File: config.mk
export PLATFORM = sky130hd
export DESIGN_NAME = mbf_result_writer
export DESIGN_NICKNAME = d
export VERILOG_FILES = /design/src/rtl/mbf_pkg.sv /design/src/rtl/mbf_nib_wr.sv /design/src/rtl/mbf_result_writer.sv
export SDC_FILE = /design/constraint.sdc
export NUM_CORES = 1
export LEC_CHECK = 0
export BUFFER_PORTS_ARGS = -buffer_cell sky130_fd_sc_hd__buf_2
export CAP_MARGIN = 15
export CORE_AREA = 2 2 138 113
export CTS_CLUSTER_DIAMETER = 80
export DETAILED_ROUTE_END_ITERATION = 12
export DIE_AREA = 0 0 140 115
export GPL_TIMING_DRIVEN = 0
export PLACE_DENSITY_LB_ADDON = 0.05
export SLEW_MARGIN = 20
export SYNTH_ARGS = -nofsm -noshare
export SYNTH_HDL_FRONTEND = slang
export SYNTH_HIERARCHICAL = 1
export SYNTH_SLANG_ARGS = --single-unit
File: constraint.sdc
create_clock -name clk -period 2.97 [get_ports clk]
set_input_delay 0 -clock clk [delete_from_list [all_inputs] [get_ports clk]]
set_output_delay 0 -clock clk [all_outputs]
set_load 0.005 [all_outputs]
File: src/rtl/mbf_pkg.sv
// Shared definitions for the MBF result writer.
// Holds the per-channel FIFO depth, the bank size in bytes, the nibble
// address width of the 1024x4 result RAMs and the channel FSM state type.
package mbf_pkg;

    localparam int FIFO_DEPTH     = 4;
    localparam int BYTES_PER_BANK = 512;
    localparam int NIB_ADDR_W     = 10;
    localparam int BYTE_ADDR_W    = NIB_ADDR_W - 1;

    typedef enum logic [1:0] {
        ST_IDLE  = 2'd0,
        ST_WR_LO = 2'd1,
        ST_WR_HI = 2'd2,
        ST_DONE  = 2'd3
    } ch_state_e;

endpackage

File: src/rtl/mbf_nib_wr.sv
// One result channel: a small byte FIFO feeding a 1024x4 RAM as two nibble
// writes per byte (low nibble at even address, high nibble at odd address).
// The channel stops for good after BYTES_PER_BANK bytes.
//
// Ports:
//   clk, rst        clock, asynchronous active-low reset
//   valid, din      byte offered this cycle
//   mem_cen/wen     RAM chip/write enable, active-low
//   mem_a, mem_d    RAM nibble address / write data
//   done_nx         channel is in, or enters on this edge, the DONE state
//   drop            byte offered this cycle is being discarded (FIFO full)
module mbf_nib_wr
    import mbf_pkg::*;
(
    input  logic                  clk,
    input  logic                  rst,
    input  logic                  valid,
    input  logic [7:0]            din,
    output logic                  mem_cen,
    output logic                  mem_wen,
    output logic [NIB_ADDR_W-1:0] mem_a,
    output logic [3:0]            mem_d,
    output logic                  done_nx,
    output logic                  drop
);

    localparam int PTR_W = $clog2(FIFO_DEPTH);
    localparam int CNT_W = $clog2(FIFO_DEPTH + 1);
    localparam logic [BYTE_ADDR_W-1:0] LAST_BYTE = BYTE_ADDR_W'(BYTES_PER_BANK - 1);

    ch_state_e                    state_q, state_d;
    logic [BYTE_ADDR_W-1:0]       addr_q, addr_d;
    logic [FIFO_DEPTH-1:0][7:0]   fifo_q, fifo_d;
    logic [PTR_W-1:0]             wr_ptr_q, wr_ptr_d;
    logic [PTR_W-1:0]             rd_ptr_q, rd_ptr_d;
    logic [CNT_W-1:0]             count_q, count_d;
    // Last driven address/data, so the RAM pins stay put while idle.
    logic [NIB_ADDR_W-1:0]        a_hold_q, a_hold_d;
    logic [3:0]                   d_hold_q, d_hold_d;

    logic       pop, push, full, chan_done;
    logic [7:0] head;

    always_ff @(posedge clk or negedge rst) begin
        if (!rst) begin
            state_q  <= ST_IDLE;
            addr_q   <= '0;
            fifo_q   <= '0;
            wr_ptr_q <= '0;
            rd_ptr_q <= '0;
            count_q  <= '0;
            a_hold_q <= '0;
            d_hold_q <= '0;
        end else begin
            state_q  <= state_d;
            addr_q   <= addr_d;
            fifo_q   <= fifo_d;
            wr_ptr_q <= wr_ptr_d;
            rd_ptr_q <= rd_ptr_d;
            count_q  <= count_d;
            a_hold_q <= a_hold_d;
            d_hold_q <= d_hold_d;
        end
    end

    always_comb begin
        head      = fifo_q[rd_ptr_q];
        chan_done = (state_q == ST_DONE);
        full      = (count_q == CNT_W'(FIFO_DEPTH));
        // The head leaves the FIFO at the end of its high-nibble write, which
        // frees a slot for a byte arriving on that same edge.
        pop       = (state_q == ST_WR_HI);
        push      = valid && !chan_done && (!full || pop);
        drop      = valid && !chan_done && full && !pop;

        fifo_d   = fifo_q;
        wr_ptr_d = wr_ptr_q;
        rd_ptr_d = rd_ptr_q;
        if (push) begin
            fifo_d[wr_ptr_q] = din;
            wr_ptr_d         = wr_ptr_q + 1'b1;
        end
        if (pop) begin
            rd_ptr_d = rd_ptr_q + 1'b1;
        end
        count_d = count_q + CNT_W'(push) - CNT_W'(pop);

        state_d = state_q;
        addr_d  = addr_q;
        mem_cen = 1'b1;
        mem_wen = 1'b1;
        mem_a   = a_hold_q;
        mem_d   = d_hold_q;

        case (state_q)
            ST_IDLE: begin
                if (count_q != '0) state_d = ST_WR_LO;
            end
            ST_WR_LO: begin
                mem_cen = 1'b0;
                mem_wen = 1'b0;
                mem_a   = {addr_q, 1'b0};
                mem_d   = head[3:0];
                state_d = ST_WR_HI;
            end
            ST_WR_HI: begin
                mem_cen = 1'b0;
                mem_wen = 1'b0;
                mem_a   = {addr_q, 1'b1};
                mem_d   = head[7:4];
                // Address saturates at the last byte: DONE is terminal.
                if (addr_q == LAST_BYTE) begin
                    state_d = ST_DONE;
                end else begin
                    addr_d  = addr_q + 1'b1;
                    // count_d includes a same-edge push, so a byte arriving
                    // just as the FIFO drains follows with no bubble.
                    state_d = (count_d != '0) ? ST_WR_LO : ST_IDLE;
                end
            end
            ST_DONE: begin
            end
            default: state_d = ST_IDLE;
        endcase

        a_hold_d = mem_a;
        d_hold_d = mem_d;
        done_nx  = (state_d == ST_DONE);
    end

endmodule

File: src/rtl/mbf_result_writer.sv
// Writes the low-pass (y) and high-pass (z) filter result streams into two
// 1024x4 RAMs, one byte as two nibbles per channel. Channels run
// independently; this level only combines their status.
//
// Ports:
//   clk, rst                clock, asynchronous active-low reset
//   y_valid/y, z_valid/z    result bytes offered this cycle
//   {y,z}_mem_cen/wen/a/d   RAM strobes (active-low), nibble address, data
//   done                    both channels have written a full bank (sticky)
//   ovf                     sticky drop flags, bit0 = y, bit1 = z
module mbf_result_writer
    import mbf_pkg::*;
(
    input  logic                  clk,
    input  logic                  rst,
    input  logic                  y_valid,
    input  logic [7:0]            y,
    input  logic                  z_valid,
    input  logic [7:0]            z,
    output logic                  y_mem_cen,
    output logic                  y_mem_wen,
    output logic [NIB_ADDR_W-1:0] y_mem_a,
    output logic [3:0]            y_mem_d,
    output logic                  z_mem_cen,
    output logic                  z_mem_wen,
    output logic [NIB_ADDR_W-1:0] z_mem_a,
    output logic [3:0]            z_mem_d,
    output logic                  done,
    output logic [1:0]            ovf
);

    logic       y_done_nx, z_done_nx, y_drop, z_drop;
    logic       done_q, done_d;
    logic [1:0] ovf_q, ovf_d;

    mbf_nib_wr u_y (
        .clk     (clk),
        .rst     (rst),
        .valid   (y_valid),
        .din     (y),
        .mem_cen (y_mem_cen),
        .mem_wen (y_mem_wen),
        .mem_a   (y_mem_a),
        .mem_d   (y_mem_d),
        .done_nx (y_done_nx),
        .drop    (y_drop)
    );

    mbf_nib_wr u_z (
        .clk     (clk),
        .rst     (rst),
        .valid   (z_valid),
        .din     (z),
        .mem_cen (z_mem_cen),
        .mem_wen (z_mem_wen),
        .mem_a   (z_mem_a),
        .mem_d   (z_mem_d),
        .done_nx (z_done_nx),
        .drop    (z_drop)
    );

    always_ff @(posedge clk or negedge rst) begin
        if (!rst) begin
            done_q <= 1'b0;
            ovf_q  <= 2'b00;
        end else begin
            done_q <= done_d;
            ovf_q  <= ovf_d;
        end
    end

    // Using the channels' next-state view makes done rise on the very edge
    // the second channel enters DONE.
    always_comb begin
        done_d = done_q | (y_done_nx & z_done_nx);
        ovf_d  = ovf_q | {z_drop, y_drop};
    end

    assign done = done_q;
    assign ovf  = ovf_q;

endmodule
==> flow_metrics.tcl <==
set metrics [dict create \
    status "finished with violations" \
    violations "setup timing" \
    syn_inst 421 \
    design_area_sq_um 7890 \
    seq_area_frac_synth_pct 52.3 \
    start_kind "flip-flop" \
    grt_overflow 0 \
    drv_cap 0 \
    synth_top_area_share_pct 52.3 \
    worstPathRequired_ns 3.27 \
    synth_area_leaders "dfrtp_1 (52%), mux2_4 (15%), ha_1 (5.2%), mux4_2 (2.9%), a22o_1 (2.5%)" \
    htreeDepth 4 \
    cp_num_buf_inv 2 \
    cpMostUsedCell "ha_4" \
    cts_tree "yes" \
    worstSkewPairLatency_ns 0.42 \
    grt_setup_unrepaired "true" \
    layout.nets 576 \
    fin_crit_sh_pct 102 \
    critical-path-slowest-cell "or4b_4" \
    die_w_um 140 \
    avgSynthCellArea_sq_um 14.9 \
    wl_per_cell_um 17.8 \
    syn-num-nets 469 \
    critical_path.max_fanout 4 \
    hold_viol 0 \
    ir_worst_vdd_uv 538 \
    dieArea_sq_um 16100 \
    netlist_area_sq_um 6260 \
    power_density_nw_per_um2 1240 \
    leakagePower_nw 3.83 \
    end_kind "flip-flop" \
    ys_ff_latch 131 \
    core_area_sq_um 14800 \
    yosys.area.top_type "dfrtp_1" \
    antenna_found_initial 0 \
    max-slew-margin-rel_pct 54.0 \
    vias 3721 \
    grt_pass1_vias 4046 \
    nFillCells 1262 \
    firstDrtPassIters 6 \
    power.total_w 0.00977 \
    cts_buffers 17 \
    grtUsageTotal_pct 17.4 \
    drt_wl_total_um 13000 \
    clk_pin_slew_ns 0.06 \
    critPathMaxStageDelay_ns 0.47 \
    grt_pass1_wl_um 21500 \
    fp.dieH_um 115 \
    clkSinkCount 131 \
    n_antenna_cell 0 \
    setup_violations 1 \
    drt-vias-per-instance 5.10 \
    fin_crit_ns 3.04 \
    ant_nets 0 \
    fin_ws_ns -0.0680 \
    yosys_warnings 6 \
    place_ws_ns -0.274 \
    report.final.slew_viol_count 0 \
    yosysUniqueCellTypes 41 \
    path_cells "ha_4 -> or4b_4 -> buf_6 -> nand2_4 -> ha_4 -> inv_2 -> ha_4 -> fa_1 -> or3_1 -> o211ai_1 -> a21boi_1 -> a21o_1" \
    min_path_type "in2async" \
    post_dp_cell_area_sq_um 6890 \
    io_buffers 54 \
    skew_ns 0.0110 \
    area_growth_pct 26.0 \
    io_pins 55 \
    final_core_util_pct 53.5 \
    drc 0 \
    clock_path_buffers 2 \
    grt_max_degree 71 \
    start_util_pct 42.4 \
    drive_gt1_share_pct 40.9 \
    critPathTopFamily "simple AND/OR/NAND/NOR gates" \
    drt_iter0_drc 252 \
    rows 40 \
    fmax_mhz 329 \
    tightest_slew_ns 0.687 \
    hpwlAfterDp_um 8330 \
    gp_congestion 0.739 \
    worstPathArrival_ns 3.34 \
    setup.worst_path.class "reg2reg" \
    clockRootBuffer "clkbuf_16" \
]
-- worst paths after layout --
check	start	endpoint	slack, ns	depth (start not counted)
setup / recovery	u_z/state_q[1]	done	-0.07	12
hold / removal	rst	u_y/fifo_q[25]	0.11	2
setup reg to reg	u_z/state_q[1]	done	-0.07	12
hold reg to reg	ovf[1]	ovf[1]	0.46	1
max in group asynchronous	rst	u_z/state_q[1]	2.12	3
min in group clk	z_valid	u_z/wr_ptr_q[0]	0.30	6
-- power by group --
group	switching, W	internal [W]	leakage (nW)
Clock	0.000791	0.00168	0.338
Combinational	0.00188	0.00232	1.89
Sequential	0.000511	0.00259	1.60
Total	0.00318	0.00659	3.83
-- cells in the final DEF (no fill, tap or decap), types with 4 or more instances in the layout --
master	instances
a22o_1	18
dfrtp_2	4
and3_1	4
nor2b_1	8
mux4_2	8
o211ai_1	4
mux2_2	10
nor2_1	4
nand4_1	6
mux2_4	64
ha_1	20
nand3_4	8
inv_1	14
dlygate4sd3_1	17
xor2_1	4
buf_2	59
inv_2	4
xnor2_1	16
mux2i_1	12
nand2_1	8
a221o_1	6
nand3b_1	4
dfrtp_1	127
buf_4	20
o22ai_1	6
clkbuf_16	17
nand3_1	8
ha_4	6
clkbuf_1	8
bufinv_16	7
-- cell usage after synthesis (all sizes together) --
cell and count:
and4b 1, xor2 4, xnor3 2, nand2 10, or3 2, o211ai 4, and3 4, ha 26
o2111ai 2, or4 2, a311o 2, mux2 76, nand2b 2, inv 18, and4 2, mux2i 12
nand4 6, mux4 8, xnor2 16, nand3b 4, a221o 6, buf 11, a21boi 2, nand3 16
clkbuf 7, or2 2, nor2b 8, fa 2, or4b 2, o22ai 6, a21o 1, dfrtp 131
nor2 4, a22o 18, and2 2
-- through the flow --
step | setup TNS [ns] | hold WS, ns | std cells
5_1_grt | -0.173 | 0.152 | 730
3_5_place_dp | -0.384 | -0.0243 | 665
6_report | -0.0680 | 0.106 | 730
3_3_place_gp | -0.443 | 0.282 | 664
2_1_floorplan | -0.0416 | -0.296 | 421
4_1_cts | -0.0890 | 0.124 | 728
-- flip-flops by register name, summed over array words and instances (netlist names) --
register      flops
done              1
ovf               2
u_y/a_hold_q     10
u_y/addr_q        9
u_y/count_q       3
u_y/d_hold_q      4
u_y/fifo_q       32
u_y/rd_ptr_q      2
u_y/state_q       2
u_y/wr_ptr_q      2
u_z/a_hold_q     10
u_z/addr_q        9
u_z/count_q       3
u_z/d_hold_q      4
u_z/fifo_q       32
u_z/rd_ptr_q      2
u_z/state_q       2
u_z/wr_ptr_q      2
-- routing by layer --
metal	vias up	GRT usage (%)	routed length, um
met1	1904	24.7	6670
li1	1741	-	-
met4	0	5.86	133
met5	-	0	0
met3	12	4.96	448
met2	64	25.9	5710
-- cells by family after synthesis --
group                    after synthesis  share of synthesized area [%]
flip-flops                           131                           52.3
multiplexers                          96                           22.3
AND/OR/NAND/NOR                       67                           7.87
AO/OA/AOI/OAI                         41                           5.51
buffers and inverters                 36                           2.66
adder cells (fa/ha/maj)               28                           5.83
XOR/XNOR                              22                           3.51
-- repair_timing --
action,CTS,global route
endpoints found under the setup margin,3,2
endpoints found under the hold margin,195,0
hold buffers,17,0
setup buffers,14,3
gates cloned,0,0
pin swaps,10,6
gates resized for setup,6,2
-- area by class of cell --
type | count | area, sq um | share of cell area (%)
Buffer | 17 | 90.1 | 1.14
Inverter | 18 | 67.6 | 0.856
Clock inverter | 13 | 254 | 3.22
Sequential cell | 131 | 3280 | 41.6
Tap cell | 189 | 236 | 3.00
Timing Repair Buffer | 89 | 606 | 7.67
Clock buffer | 19 | 443 | 5.61
Multi-Input combinational cell | 254 | 2910 | 36.9
Note: power is estimated with default switching activity, not from simulation.
